`src/rtl/letc_core_pkg.sv`:
```
// Shared DMSS port types and small elaboration helpers for the LETC core memory path.
package letc_core_pkg;

  localparam int unsigned DmssAddrW = 32;
  localparam int unsigned DmssDataW = 32;
  localparam int unsigned DmssStrbW = DmssDataW / 8;

  typedef struct packed {
    logic [DmssAddrW-1:0] addr;
    logic                 we;
    logic [DmssDataW-1:0] wdata;
    logic [DmssStrbW-1:0] wstrb;
  } dmss_req_s;

  typedef struct packed {
    logic [DmssDataW-1:0] rdata;
    logic                 err;
  } dmss_rsp_s;

  // Index width that never collapses to zero bits.
  function automatic int unsigned idx_w(input int unsigned n);
    return (n > 1) ? $clog2(n) : 1;
  endfunction

endpackage

```
`src/rtl/letc_core_dmss_id_fifo.sv`:
```
// In-order FIFO of requester IDs for issued-but-unanswered DMSS requests.
module letc_core_dmss_id_fifo
  import letc_core_pkg::*;
#(
  parameter int unsigned DEPTH = 2,
  parameter int unsigned WIDTH = 1
) (
  input  logic             clk,
  input  logic             rst_n,
  input  logic             push,
  input  logic [WIDTH-1:0] wdata,
  input  logic             pop,
  output logic             full,
  output logic             empty,
  output logic [WIDTH-1:0] head
);

  localparam int unsigned PtrW = idx_w(DEPTH);
  localparam int unsigned CntW = $clog2(DEPTH + 1);

  logic [WIDTH-1:0] mem_q [DEPTH];
  logic [PtrW-1:0]  wr_ptr_q, rd_ptr_q;
  logic [CntW-1:0]  cnt_q, cnt_d;
  logic             do_push, do_pop;

  function automatic logic [PtrW-1:0] next_ptr(input logic [PtrW-1:0] p);
    return (p == PtrW'(DEPTH - 1)) ? '0 : p + 1'b1;
  endfunction

  assign full    = (cnt_q == CntW'(DEPTH));
  assign empty   = (cnt_q == '0);
  assign head    = mem_q[rd_ptr_q];
  assign do_pop  = pop && !empty;
  assign do_push = push && !full;

  always_comb begin
    cnt_d = cnt_q;
    unique case ({do_push, do_pop})
      2'b10:   cnt_d = cnt_q + 1'b1;
      2'b01:   cnt_d = cnt_q - 1'b1;
      default: cnt_d = cnt_q;
    endcase
  end

  always_ff @(posedge clk or negedge rst_n) begin
    if (!rst_n) begin
      for (int i = 0; i < int'(DEPTH); i++) mem_q[i] <= '0;
      wr_ptr_q <= '0;
      rd_ptr_q <= '0;
      cnt_q    <= '0;
    end else begin
      if (do_push) begin
        mem_q[wr_ptr_q] <= wdata;
        wr_ptr_q        <= next_ptr(wr_ptr_q);
      end
      if (do_pop) rd_ptr_q <= next_ptr(rd_ptr_q);
      cnt_q <= cnt_d;
    end
  end

endmodule

```
`src/rtl/letc_core_dmss_port_arbiter.sv`:
```
// Shares the DMSS data port between requesters: fixed priority with starvation promotion,
// grant lock across stalled handshakes, and in-order response routing.
module letc_core_dmss_port_arbiter
  import letc_core_pkg::*;
#(
  parameter int unsigned NUM_REQ         = 2,
  parameter int unsigned ADDR_W          = DmssAddrW,
  parameter int unsigned DATA_W          = DmssDataW,
  parameter int unsigned MAX_OUTSTANDING = 2,
  parameter int unsigned STARVE_LIMIT    = 4
) (
  input  logic                          clk,
  input  logic                          rst_n,
  input  logic [NUM_REQ-1:0]            req_valid,
  output logic [NUM_REQ-1:0]            req_ready,
  input  logic [NUM_REQ*ADDR_W-1:0]     req_addr,
  input  logic [NUM_REQ-1:0]            req_we,
  input  logic [NUM_REQ*DATA_W-1:0]     req_wdata,
  input  logic [NUM_REQ*DATA_W/8-1:0]   req_wstrb,
  output logic [NUM_REQ-1:0]            rsp_valid,
  output logic [DATA_W-1:0]             rsp_rdata,
  output logic                          rsp_err,
  output logic                          mem_req_valid,
  input  logic                          mem_req_ready,
  output logic [ADDR_W-1:0]             mem_req_addr,
  output logic                          mem_req_we,
  output logic [DATA_W-1:0]             mem_req_wdata,
  output logic [DATA_W/8-1:0]           mem_req_wstrb,
  input  logic                          mem_rsp_valid,
  input  logic [DATA_W-1:0]             mem_rsp_rdata,
  input  logic                          mem_rsp_err,
  output logic                          proto_err
);

  localparam int unsigned StrbW = DATA_W / 8;
  localparam int unsigned IdxW  = idx_w(NUM_REQ);
  localparam int unsigned StW   = $clog2(STARVE_LIMIT + 1);

  logic [IdxW-1:0] gnt;
  logic            promoted;
  logic            issue_blocked, handshake, rsp_pop;
  logic            fifo_full, fifo_empty;
  logic [IdxW-1:0] fifo_head;
  logic            lock_q, lock_d;
  logic [IdxW-1:0] lock_idx_q, lock_idx_d;
  logic            proto_err_q, proto_err_d;
  logic [StW-1:0]  starve_q [NUM_REQ];
  logic [StW-1:0]  starve_d [NUM_REQ];

  // Promotion beats plain priority; an active lock beats both.
  always_comb begin
    gnt      = '0;
    promoted = 1'b0;
    for (int i = int'(NUM_REQ) - 1; i >= 0; i--) begin
      if (req_valid[i] && (starve_q[i] == StW'(STARVE_LIMIT))) begin
        gnt      = IdxW'(i);
        promoted = 1'b1;
      end
    end
    if (!promoted) begin
      for (int i = int'(NUM_REQ) - 1; i >= 0; i--) begin
        if (req_valid[i]) gnt = IdxW'(i);
      end
    end
    if (lock_q) gnt = lock_idx_q;
  end

  // Full is taken from registered state, so a same-cycle response cannot free a slot.
  assign issue_blocked = !rst_n || fifo_full;
  assign mem_req_valid = (|req_valid) && !issue_blocked;
  assign handshake     = mem_req_valid && mem_req_ready;
  assign req_ready     = handshake ? (NUM_REQ'(1) << gnt) : '0;

  assign mem_req_addr  = req_addr[gnt * ADDR_W +: ADDR_W];
  assign mem_req_we    = req_we[gnt];
  assign mem_req_wdata = req_wdata[gnt * DATA_W +: DATA_W];
  assign mem_req_wstrb = req_wstrb[gnt * StrbW +: StrbW];

  always_comb begin
    lock_d     = mem_req_valid && !mem_req_ready;
    lock_idx_d = lock_d ? gnt : lock_idx_q;
    for (int i = 0; i < int'(NUM_REQ); i++) begin
      if (req_valid[i] && !req_ready[i]) begin
        starve_d[i] = (starve_q[i] == StW'(STARVE_LIMIT)) ? starve_q[i] : starve_q[i] + 1'b1;
      end else begin
        starve_d[i] = '0;
      end
    end
  end

  assign rsp_pop     = mem_rsp_valid && !fifo_empty;
  assign rsp_valid   = (rst_n && rsp_pop) ? (NUM_REQ'(1) << fifo_head) : '0;
  assign rsp_rdata   = mem_rsp_rdata;
  assign rsp_err     = mem_rsp_err;
  assign proto_err_d = proto_err_q || (mem_rsp_valid && fifo_empty);
  assign proto_err   = proto_err_q;

  always_ff @(posedge clk or negedge rst_n) begin
    if (!rst_n) begin
      lock_q      <= 1'b0;
      lock_idx_q  <= '0;
      proto_err_q <= 1'b0;
      for (int i = 0; i < int'(NUM_REQ); i++) starve_q[i] <= '0;
    end else begin
      lock_q      <= lock_d;
      lock_idx_q  <= lock_idx_d;
      proto_err_q <= proto_err_d;
      for (int i = 0; i < int'(NUM_REQ); i++) starve_q[i] <= starve_d[i];
    end
  end

  letc_core_dmss_id_fifo #(
    .DEPTH (MAX_OUTSTANDING),
    .WIDTH (IdxW)
  ) u_id_fifo (
    .clk   (clk),
    .rst_n (rst_n),
    .push  (handshake),
    .wdata (gnt),
    .pop   (rsp_pop),
    .full  (fifo_full),
    .empty (fifo_empty),
    .head  (fifo_head)
  );

  lock_hold_chk: assert property (@(posedge clk) disable iff (!rst_n)
    lock_q |-> req_valid[lock_idx_q]);

endmodule

```
`config.mk`:
```
export PLATFORM = sky130hd
export DESIGN_NAME = letc_core_dmss_port_arbiter
export DESIGN_NICKNAME = d
export VERILOG_FILES = /design/src/rtl/letc_core_pkg.sv /design/src/rtl/letc_core_dmss_id_fifo.sv /design/src/rtl/letc_core_dmss_port_arbiter.sv
export SDC_FILE = /design/constraint.sdc
export NUM_CORES = 1
export LEC_CHECK = 0
export CAP_MARGIN = 20
export CORE_MARGIN = 10
export CORE_UTILIZATION = 24
export CTS_CLUSTER_DIAMETER = 30
export DETAILED_ROUTE_END_ITERATION = 6
export HOLD_SLACK_MARGIN = 0.12
export PLACE_DENSITY = 0.85
export RECOVER_POWER = 25
export SLEW_MARGIN = 40
export SYNTH_ARGS = -nofsm -noshare
export SYNTH_HDL_FRONTEND = slang
export SYNTH_HIERARCHICAL = 1
export SYNTH_SLANG_ARGS = --single-unit
```
`constraint.sdc`:
```
create_clock -name clk -period 2.2 [get_ports clk]
set_clock_uncertainty 0.05 [all_clocks]
set_input_delay 0.33 -clock clk [delete_from_list [all_inputs] [get_ports clk]]
set_output_delay 0.33 -clock clk [all_outputs]
set_load 0.005 [all_outputs]
```
---- Word level (Yosys, flattened, before mapping) ----
Index checks and enable logic that the tools add are counted.
operators by class
  order comparisons ....................... 4
  mux-type cells .......................... 24
  reduce and logical (&&, ||, !) cells .... 25
  add/subtract/negate cells ............... 6
  bitwise gates (word level) .............. 2
  shift-type cells ........................ 5
  div/mod/pow operators ................... 0
  equality and inequality tests ........... 7
  $mul .................................... 0
operators with widths
  cell                                                                          number
  64-bit by 7-bit indexed part select with 32-bit output                        2
  1-bit 2-to-1 mux                                                              15
  1-bit logical AND                                                             13
  3-bit 2-to-1 mux                                                              4
  8-bit by 4-bit indexed part select with 4-bit output                          1
  1-bit zero test                                                               7
  3-bit by 1-bit adder with 3-bit output, second input constant                 2
  3-bit == test, second input constant                                          2
  2-bit == test, second input constant                                          2
  2-bit >= comparator, second input constant                                    2
  2-bit 2-to-1 mux                                                              2
  2-bit != test, second input constant                                          2
  1-bit inverter with 2-bit output                                              2
  2-bit case mux with 2 select lines                                            1
  1-bit by 1-bit << shifter with 2-bit output, first input constant             2
  1-bit adder, second input constant                                            2
  2-bit by 1-bit adder with 2-bit output, second input constant                 1
  2-bit bitwise mux                                                             1
  2-bit by 1-bit == test with 1-bit output, second input constant               1
  2-bit zero test                                                               1
  1-bit logical OR                                                              2
  1-bit by 2-bit less-than comparator with 1-bit output, second input constant  1
  2-bit by 1-bit less-than comparator with 1-bit output, second input constant  1
  2-bit nonzero test                                                            1
  3 further kinds                                                               3
word-level totals
  ROM bits ................................ 0
  register bits after elaboration ......... 15
  bits in latches ......................... 0
  memory bits (writable) .................. 0
  output and inout bits ................... 108
  input bits .............................. 177
  memories ................................ 0

---- Depth between registers and ports, before layout ----
Gate-level depths: netlist (run 1).
  depth after elaboration ................. 13
  depth in mapped cells ................... 10

---- Hierarchy ----
The synthesis (run 1) kept the hierarchy.
modules (own cells, without submodules)
  module                       cells an instance  instances  area each (um^2)  seq. area each (um^2)
  letc_core_dmss_port_arbiter  169                1          1984.4            225.2
  letc_core_dmss_id_fifo       23                 1          282.8             150.1

---- Least setup slack after synthesis (run 1) ----
OpenSTA, ideal clock, no wires.
  path kind ............................... reg-to-output
  start ................................... register starve_q[3] in the netlist's numbering
  end ..................................... output port mem_req_addr[0]
  arrival time ............................ 1772 ps
  path slack .............................. 48 ps
  required time ........................... 1820 ps
  path buffers ............................ 2
  cell stages (with the launch flop) ...... 9
  cells stage by stage .................... dfrtp_1 inv_1 ha_1 nand2_2 a311o_1 and2_4 buf_12 buf_12 mux2_4
on the way
  word-level cells in the longest chain between the ends .. 8
  elaborated cells between the ends (all ways) .. 9
  classes of those cells .................. eq/ne (1); shift (1); mux (6); reduce/logical (1)
RTL lines
  item                                                      line                               text
  from (decl)                                               letc_core_dmss_port_arbiter.sv:47  logic [StW-1:0] starve_q [NUM_REQ];
  3-bit == test *                                           letc_core_dmss_port_arbiter.sv:55  if (req_valid[i] && (starve_q[i] == StW'(STARVE_LIMIT))) begin
  1-bit logical AND *                                       letc_core_dmss_port_arbiter.sv:55
  1-bit 2-to-1 mux                                          letc_core_dmss_port_arbiter.sv:55
  1-bit 2-to-1 mux (2 in a row)                             letc_core_dmss_port_arbiter.sv:62  if (req_valid[i]) gnt = IdxW'(i);
  1-bit 2-to-1 mux *                                        letc_core_dmss_port_arbiter.sv:60  if (!promoted) begin
  1-bit 2-to-1 mux *                                        letc_core_dmss_port_arbiter.sv:65  if (lock_q) gnt = lock_idx_q;
  64-bit by 7-bit indexed part select with 32-bit output *  letc_core_dmss_port_arbiter.sv:74  assign mem_req_addr = req_addr[gnt * ADDR_W +: ADDR_W];
  to (decl)                                                 letc_core_dmss_port_arbiter.sv:25  output logic [ADDR_W-1:0] mem_req_addr,
Mark *: on every way between the ends. The rest lies on a longest branch, timed or not.

---- Final worst setup path (run 1) ----
  start ................................... register starve_q[4] in the netlist's numbering
  end ..................................... output port mem_req_addr[23]
The elaborated chain is that of the path after synthesis.

==> flow_metrics.tcl, run 1 <==
set metrics [dict create \
    net-switching-power_w 0.000737 \
    postSynthAreaPerCell_um2 11.8 \
    synth_nets 374 \
    grt_first_pass_wirelength_mm 15.4 \
    placed_instances 520 \
    final_layout_size_suffix_gt1_share_pct 43.9 \
    cts-buffers-inserted 3 \
    slew_violations 0 \
    antenna_found_initial 1 \
    post-route-min-period_ns 2.61 \
    post_dp_cell_area_um2 4390 \
    syn2layout_area_growth_pct 112 \
    synthCells 192 \
    finalSetupViolations 74 \
    final_nets 593 \
    die_width_um 117 \
    clk_pin_slew_worst_paths_ns 0.06 \
    maxCapViolations 0 \
    synth_ff_type "dfrtp_1" \
    synth_enable_flop_cells 0 \
    clk-insertion-delay-late_ns 0.26 \
    first_global_vias 2491 \
    critPathKind "flip-flop to output port" \
    std_cell_rows 35 \
    cts.htree.levels 1 \
    preCtsSetupSlack_ns -0.639 \
    yosys.cell_types.count 31 \
    status "finished, violations left" \
    power.sequential.fraction_pct 17.7 \
    tightest_pin_transition_ns 0.526 \
    drt-pass1-iter-count 4 \
    setup_slack_ns -0.410 \
    clock_tree.buffer_depth 2 \
    synth_warnings 6 \
    critPathLaunchType "flip-flop" \
    effective_utilization_at_floorplan_pct 24.5 \
    cts_num_sinks 15 \
    violations "negative setup slack" \
    grt_util_all_layers_pct 14.7 \
    rsz_0062_raised_after_global_routing "true" \
    fp.dieH_um 117 \
    static-leakage-power_nw 2.18 \
    slew-limit-headroom_pct 64.9 \
    dp_hpwl_mm 9.41 \
    irDropWorstVdd_mv 0.583 \
    number_of_i_o_port_buffers 218 \
    synth_seq_area_share_pct 16.6 \
    clock-root-buffer "clkbuf_8" \
    first_iter_violations 93 \
    instances_no_fill 540 \
    final_min_period_over_clock_period_pct 119 \
    netSwitchingFraction_pct 30.6 \
    pin_count_of_the_biggest_net_entering_global_routing 17 \
    hold_class "flip-flop to flip-flop" \
    via_count 2315 \
    finalHoldViolations 0 \
    power.density_cell_area_nw_per_um2 501 \
    clkPwrFrac_pct 9.5 \
    ports_placed_on_the_boundary 285 \
    cp_max_fo 7 \
    synth.cell_area_um2 2270 \
    crit_path_arrival_time_ns 2.23 \
    flip_flop_and_latch_count_after_synthesis 15 \
    finalInstanceArea_um2 4800 \
    timing.critical_path.required_ns 1.82 \
    gr-total-overflow 0 \
    power.share.combinational_pct 72.8 \
    ys_async_sr_fraction_pct 100 \
    internal_power_summed_over_all_cells_w 0.00167 \
    postRouteWirelength_mm 11.3 \
    achievable-frequency_ghz 0.383 \
    route.detailed.wl_per_inst_um 20.8 \
    cts_tree "done" \
    remaining_drc_errors 0 \
    fp.coreArea_um2 9240 \
    drt-vias-per-instance 4.29 \
    die-area_um2 13700 \
    fin_setup_tns_ns -23.43 \
    detail-route-antenna-nets 0 \
    finalWeightedCongestion 0.800 \
    timing.critical_path.to_type "output port" \
]
==> power groups by stage <==
stage	logic [W]	clock network [W]	registers (W)
floorplan	0.000834	0	0.000423
global placement	0.00148	0	0.000424
detailed placement	0.00152	0	0.000430
CTS	0.00175	0.000237	0.000426
global route	0.00187	0.000245	0.000439
finish	0.00175	0.000229	0.000426
==> final cells by class <==
| cell class | count | area (um^2) |
|---|---|---|
| flip-flops and latches | 15 | 375 |
| fillers | 789 | 4440 |
| well taps | 129 | 161 |
| inverters | 9 | 33.8 |
| diodes | 1 | 2.50 |
| multi-input cells | 127 | 1460 |
| clock buffers | 4 | 45.0 |
| repair buffers | 255 | 2720 |
==> stage by stage <==
stage | hold slack, ns | power, W | utilization, %
floorplan | -0.0156 | 0.00126 | -
CTS | 0.368 | 0.00242 | 51.5
detailed placement | 0.401 | 0.00196 | 47.5
finish | 0.413 | 0.00241 | 51.9
global route | 0.421 | 0.00255 | 51.9
global placement | 0.394 | 0.00191 | 47.5
==> cells in the final DEF, fill, tap and decap left out, types with 2 or more instances in the layout <==
cell / Yosys / layout
xor2_1: 2 / 2
dfrtp_1: 15 / 15
nor3_1: 5 / 5
clkbuf_1: 0 / 2
clkbuf_8: 0 / 3
mux2_2: 5 / 5
and2_4: 1 / 2
nor2b_1: 3 / 3
nand2_1: 5 / 5
buf_16: 0 / 4
nand3_1: 3 / 3
buf_6: 0 / 64
buf_12: 8 / 6
xnor2_1: 5 / 5
buf_4: 33 / 20
nor2_1: 7 / 7
inv_1: 9 / 9
buf_8: 0 / 2
ha_2: 0 / 2
a21oi_1: 2 / 2
clkdlybuf4s50_1: 0 / 146
dlygate4sd2_1: 0 / 9
mux2_4: 68 / 68
nand3b_1: 2 / 2
ha_1: 5 / 3
==> per-layer routing <==
metal	track usage (%)	vias to the layer above	wire [um]	share of wire [%]
li1	-	1076	-	-
met1	15.2	1094	3900	35
met2	27.0	138	5960	53
met3	6.32	7	1290	11
met4	2.64	0	100	0.89
met5	0	-	0	0
==> registers in the layout, summed over array words and instances, names as in the netlist <==
name	count
lock_q	1
u_id_fifo/rd_ptr_q	1
u_id_fifo/wr_ptr_q	1
starve_q	6
proto_err	1
lock_idx_q	1
u_id_fifo/cnt_q	2
u_id_fifo/mem_q	2
==> what timing repair did <==
item / CTS / global route
pin swaps: 3 / 1
endpoints found under the setup margin: 71 / 71
hold buffers: 0 / 0
resized for setup: 330 / 5
gates cloned: 4 / 0
buffers inserted: 8 / 4
==> critical path: stages (launching register included) <==
cell       delay (ns)
dfrtp_1          0.38
inv_1            0.06
ha_2             0.18
nand2_2          0.06
a311o_1          0.28
and2_4           0.18
buf_12           0.14
bufbuf_16        0.27
mux2_4           0.30
buf_6            0.12
==> Yosys cell counts, types with 3 or more instances <==
cell type | instances | area [um^2]
buf_4 | 33 | 248
nand2_1 | 5 | 18.8
xnor2_1 | 5 | 43.8
mux2_4 | 68 | 1020
dfrtp_1 | 15 | 375
nor2_1 | 7 | 26.3
nor3_1 | 5 | 25.0
nor2b_1 | 3 | 18.8
buf_12 | 8 | 160
ha_1 | 5 | 62.6
inv_1 | 9 | 33.8
nand3_1 | 3 | 15.0
mux2_2 | 5 | 56.3
==> worst paths after layout <==
path	start	end	slack, ns	cells past startpoint
hold reg to reg	proto_err	proto_err	0.41	1
max in group asynchronous	rst_n	starve_q[4]	1.03	3
min in group asynchronous	rst_n	u_id_fifo/cnt_q[1]	0.57	2
hold / removal	proto_err	proto_err	0.41	1
setup / recovery	starve_q[4]	mem_req_addr[23]	-0.41	9
setup reg to reg	starve_q[4]	u_id_fifo/mem_q[0]	0.10	10
==> cells by family after synthesis <==
kind of cell,Yosys count,share of synthesized area [%]
AOI/OAI and AO/OA,10,3.20
muxes,75,48.5
buffers and inverters,50,19.5
DFF,15,16.6
adders and majority gates,5,2.76
and+or+nand+nor,30,6.84
xor gates and xnor gates,7,2.70
(Power assumes the default switching activity.)
==> run 2, diff against run 1 <==
Settings changed: MAX_ROUTING_LAYER from default to met4.
==> run 2 against run 1 <==
Compared with the run above: the flow still finishes with violations (negative setup slack); critical path depth is the same; register-to-register slack is essentially flat; utilization is the same; clock-buffer cell count is the same; via count shrank 0.17%; first-iteration DRC count grew 6.5%; final area is the same; clock power is essentially flat; sequential share of layout area is the same; global-route usage grew 0.43 points; combinational power is essentially flat; setup slack is essentially flat; largest power group unchanged.
==> flow_metrics.tcl, run 2 (synthesized netlist as in run 1, its figures left out) <==
set metrics [dict create \
    syn2layout_area_growth_pct 112 \
    reg2reg_from "starve_q[4]" \
    first_global_vias 2493 \
    pin_count_of_the_biggest_net_entering_global_routing 17 \
    post-route-min-period_ns 2.61 \
    first_iter_violations 99 \
    timing.critical_path.to_type "output port" \
    final_core_utilization_pct 51.9 \
    finalWeightedCongestion 0.811 \
    maxCapViolations 0 \
    antenna_found_initial 1 \
    cp_max_fo 7 \
    clock-root-buffer "clkbuf_8" \
    clk_pin_slew_worst_paths_ns 0.06 \
    postRouteWirelength_mm 11.2 \
    clk-insertion-delay-late_ns 0.26 \
    via_count 2311 \
    route.detailed.wl_per_inst_um 20.8 \
    layout.cells.most_common_list "clkdlybuf4s50_1, mux2_4, buf_6" \
    largest_register_ff_count 6 \
    ports_placed_on_the_boundary 285 \
    hold_class "flip-flop to flip-flop" \
    finalSetupViolations 74 \
    cts.htree.levels 1 \
    final_nets 593 \
    cts_tree "done" \
    die-area_um2 13700 \
    tightest_pin_transition_ns 0.526 \
    dp_hpwl_mm 9.41 \
    grt_util_all_layers_pct 15.1 \
    max_stage_delay_ns 0.38 \
    grt_first_pass_wirelength_mm 15.3 \
    critPathKind "flip-flop to output port" \
    static-leakage-power_nw 2.18 \
    biggest_regs "starve_q (6), u_id_fifo/cnt_q (2), u_id_fifo/mem_q (2)" \
    layout_commonest_cell "clkdlybuf4s50_1" \
    critPathLaunchType "flip-flop" \
    irDropWorstVdd_mv 0.583 \
    slew-limit-headroom_pct 64.9 \
    holdBufCountCts 0 \
    final_layout_size_suffix_gt1_share_pct 43.9 \
    fp.coreArea_um2 9240 \
    finalHoldViolations 0 \
    power.density_cell_area_nw_per_um2 501 \
    rsz_0062_raised_after_global_routing "true" \
    cts-buffers-inserted 3 \
    cts_num_sinks 15 \
    detail-route-antenna-nets 0 \
    achievable-frequency_ghz 0.383 \
    std_cell_rows 35 \
    timing.critical_path.required_ns 1.82 \
    path_cells "inv_1 > ha_2 > nand2_2 > a311o_1 > and2_4 > buf_12 > bufbuf_16 > mux2_4 > buf_6" \
    slew_violations 0 \
    registers.top_by_ff_count "starve_q" \
    drt-vias-per-instance 4.28 \
    die_width_um 117 \
    timing.critical_path.from "starve_q[4]" \
    number_of_i_o_port_buffers 218 \
    whs_ns 0.412 \
    drt-pass1-iter-count 4 \
    final_min_period_over_clock_period_pct 119 \
    fin_setup_tns_ns -23.40 \
    fp.dieH_um 117 \
    violations "negative setup slack" \
    report.power.total_w 0.00241 \
    remaining_drc_errors 0 \
    gr-total-overflow 0 \
    critical_path.slowest_cell "dfrtp_1" \
    status "finished, violations left" \
    crit_path_arrival_time_ns 2.23 \
    setup_slack_ns -0.411 \
    effective_utilization_at_floorplan_pct 24.5 \
    fillerInstances 789 \
    clock_tree.buffer_depth 2 \
    hold_path_startpoint "proto_err" \
]
run 2: per-layer routing:
layer	global-route usage, %	wire, um	up-vias
met5	-	0	-
met4	2.64	100	0
met3	6.01	1270	7
met2	27.0	5970	140
met1	15.4	3890	1088
li1	-	-	1076
run 2: final cells by class:
cell class | count | area, um^2 | share of cell area, %
Multi-Input combinational cell | 127 | 1460 | 30.4
Clock buffer | 4 | 45.0 | 0.939
Antenna cell | 1 | 2.50 | 0.0522
Inverter | 9 | 33.8 | 0.704
Tap cell | 129 | 161 | 3.36
Sequential cell | 15 | 375 | 7.82
Timing Repair Buffer | 255 | 2720 | 56.7
run 2: worst paths after layout:
check | endpoint | slack (ns) | depth (start not counted)
max | mem_req_addr[23] | -0.41 | 9
min | proto_err | 0.41 | 1
max reg2reg | u_id_fifo/mem_q[0] | 0.10 | 10
min reg2reg | proto_err | 0.41 | 1
max in group asynchronous | starve_q[4] | 1.03 | 3
min in group asynchronous | u_id_fifo/cnt_q[1] | 0.57 | 2
run 2: timing repair:
action | 4_1_cts | 5_1_grt
setup buffers | 8 | 4
setup endpoints to repair | 71 | 71
endpoints found under the hold margin | 0 | 0
gates cloned | 4 | 0
pin swaps | 3 | 1
gates resized for setup | 330 | 5
run 2: power breakdown:
group | switching, W | internal [W] | total (W)
registers | 0.0000635 | 0.000363 | 0.000426
logic | 0.000574 | 0.00118 | 0.00175
clock network | 0.000100 | 0.000129 | 0.000229
run 2: worst max-delay path, delay by kind of cell, from the launching register on:
family / cells / cell delay (ns)
DFF: 1 / 0.38
muxes: 1 / 0.30
buffers and inverters: 4 / 0.59
adders and majority gates: 1 / 0.18
AOI/OAI and AO/OA: 1 / 0.28
and+or+nand+nor: 2 / 0.24
run 2: stage by stage:
step | setup WS (ns) | cell area, um^2 | instances
after floorplan | 0.0483 | 2270 | 192
after global placement | -0.609 | 4390 | 520
after detailed placement | -0.639 | 4390 | 520
after CTS | -0.465 | 4760 | 536
after global routing | -0.489 | 4800 | 540
final | -0.411 | 4800 | 540
==> run 3, diff against run 2 <==
--- a/config.mk
+++ b/config.mk
@@ -11,8 +11,7 @@
 export CTS_CLUSTER_DIAMETER = 30
 export DETAILED_ROUTE_END_ITERATION = 6
-export HOLD_SLACK_MARGIN = 0.12
 export MAX_ROUTING_LAYER = met4
 export PLACE_DENSITY = 0.85
-export RECOVER_POWER = 25
+export RECOVER_POWER = 50
 export SLEW_MARGIN = 40
 export SYNTH_ARGS = -nofsm -noshare
==> constraint.sdc (replaced) <==
create_clock -name clk -period 2.2 [get_ports clk]
set_clock_uncertainty 0.05 [all_clocks]
set_input_delay 0.44 -clock clk [delete_from_list [all_inputs] [get_ports clk]]
set_output_delay 0.44 -clock clk [all_outputs]
set_load 0.005 [all_outputs]
==> run 3 against run 2 <==
Compared with the run above: the flow still finishes with violations (negative setup slack); non-clock buffer count grew 20; clock-buffer cell count fell by 1; cell count rose by 3.7%.
==> flow_metrics.tcl, run 3 (synthesized netlist as in run 1, its figures left out) <==
set metrics [dict create \
    status "finished, violations left" \
    violations "negative setup slack" \
    static-leakage-power_nw 2.23 \
    grt_util_all_layers_pct 15.5 \
    power.density_cell_area_nw_per_um2 498 \
    finalHoldViolations 0 \
    route.detailed.wl_per_inst_um 20.8 \
    via_count 2380 \
    critPathKind "flip-flop to output port" \
    timing.critical_path.required_ns 1.71 \
    timing.critical_path.mode_cell "buf_6" \
    rsz_0062_raised_after_global_routing "true" \
    drt-vias-per-instance 4.25 \
    timing.critical_path.to_type "output port" \
    ports_placed_on_the_boundary 285 \
    finalWeightedCongestion 0.849 \
    dp_hpwl_mm 9.73 \
    final_nets 614 \
    cts_num_sinks 15 \
    cp.buffers_inverters 5 \
    clock_tree.buffer_depth 2 \
    slew_violations 0 \
    die_width_um 117 \
    irDropWorstVdd_mv 0.508 \
    fillerInstances 795 \
    cpLargestDelayFamily "buffers and inverters" \
    hold_class "primary input to async pin" \
    finalSetupViolations 70 \
    biggest_regs "starve_q (6), u_id_fifo/cnt_q (2), u_id_fifo/mem_q (2)" \
    num_antenna_cells 0 \
    clk-insertion-delay-late_ns 0.25 \
    final_layout_size_suffix_gt1_share_pct 46.9 \
    maxCapViolations 0 \
    std_cell_rows 35 \
    cp_max_fo 6 \
    achievable-frequency_ghz 0.372 \
    first_iter_violations 61 \
    detail-route-antenna-nets 0 \
    clock-root-buffer "clkbuf_8" \
    pin_count_of_the_biggest_net_entering_global_routing 11 \
    final_min_period_over_clock_period_pct 122 \
    critPathLaunchType "flip-flop" \
    post-route-min-period_ns 2.69 \
    gr-total-overflow 0 \
    path_cells "inv_1 > ha_2 > nand2_2 > a311o_1 > and2_4 > buf_4 > buf_6 > buf_6 > mux2_4 > buf_6" \
    preCtsSetupSlack_ns -0.816 \
    registers.top_by_ff_count "starve_q" \
    max_stage_delay_ns 0.38 \
    tightest_pin_transition_ns 0.389 \
    drt-pass1-iter-count 4 \
    cts_tree "done" \
    report.power.total_w 0.00238 \
    syn2layout_area_growth_pct 111 \
    slew-limit-headroom_pct 73.9 \
    cts.htree.levels 1 \
    fp.dieH_um 117 \
    setup_slack_ns -0.487 \
    effective_utilization_at_floorplan_pct 24.5 \
    die-area_um2 13700 \
    clk_pin_slew_worst_paths_ns 0.06 \
    cts-buffers-inserted 3 \
    number_of_i_o_port_buffers 218 \
    layout.cells.most_common_list "clkdlybuf4s50_1, mux2_4, buf_6" \
    first_global_vias 2669 \
    crit_path_arrival_time_ns 2.20 \
    largest_register_ff_count 6 \
    antenna_found_initial 0 \
    layout_commonest_cell "clkdlybuf4s50_1" \
    remaining_drc_errors 0 \
    postRouteWirelength_mm 11.7 \
    fp.coreArea_um2 9240 \
    critical_path.slowest_cell "dfrtp_1" \
    grt_first_pass_wirelength_mm 15.9 \
]
## run 3: cell types whose count changed in the layout (fill, tap and decap cells not counted), sizes merged
cell           previous run  this run
clkbuf                    5        25
clkinv                    0         1
clkdlybuf4s50           146       142
bufbuf                    1         0
dlygate4sd3               1         0
dlygate4sd2               9        13
clkdlybuf4s15             0         1
and2                      2         3
diode                     1         0
## run 3: worst reg2reg max path, stage by stage (launching register included)
cell and delay (ns):
dfrtp_1 0.38, inv_1 0.06, ha_2 0.17, nand2_2 0.06, a311o_1 0.30, buf_4 0.15
and2_4 0.19, buf_6 0.14, buf_6 0.11, buf_4 0.12, mux2_1 0.27
## run 3: final cells by class
class | count | area [um^2] | share of cell area, %
timing repair buffer | 275 | 2690 | 56.2
multi-input combinational | 128 | 1480 | 30.9
sequential | 15 | 375 | 7.85
tap | 129 | 161 | 3.38
clock buffer | 3 | 41.3 | 0.863
inverter | 9 | 33.8 | 0.706
clock inverter | 1 | 5.00 | 0.105
## run 3: through the flow
step | util, % | hold slack [ns] | TNS (ns) | area (um^2) | cells
after floorplan | - | 0.0944 | 0 | 2270 | 192
after global placement | 48.2 | 0.390 | -52.81 | 4460 | 528
after detailed placement | 48.2 | 0.407 | -55.86 | 4460 | 528
after CTS | 51.2 | 0.291 | -32.89 | 4730 | 553
after global routing | 51.8 | 0.439 | -33.30 | 4780 | 560
final | 51.8 | 0.414 | -28.56 | 4780 | 560
## run 3: power by group
part	internal [W]	switching [W]
logic	0.00116	0.000584
registers	0.000362	0.0000541
clock network	0.000126	0.0000982
## run 3: worst paths after layout
check,startpoint,endpoint,slack (ns),depth (start not counted)
setup / recovery,starve_q[3],mem_req_wdata[29],-0.49,10
hold / removal,rst_n,u_id_fifo/cnt_q[1],0.41,3
setup reg to reg,starve_q[3],u_id_fifo/mem_q[0],0.09,10
hold reg to reg,proto_err,proto_err,0.42,1
max in group asynchronous,rst_n,u_id_fifo/wr_ptr_q,1.31,3
min in group clk,proto_err,proto_err,0.42,1
## run 3: per-layer routing
| layer | GRT usage [%] | part of all wire [%] |
|---|---|---|
| met1 | 14.8 | 35 |
| met2 | 28.9 | 53 |
| met3 | 6.78 | 11 |
| met4 | 2.06 | 0.67 |
| met5 | - | 0 |
## run 3: repair_timing
action                     in CTS  in global routing
cloned                          3                  1
buffers inserted               18                  6
hold endpoints to repair        0                  0
gates resized for setup       266                 48
setup endpoints to repair      74                 72
pin swaps                       3                  1
hold buffers                    0                  0
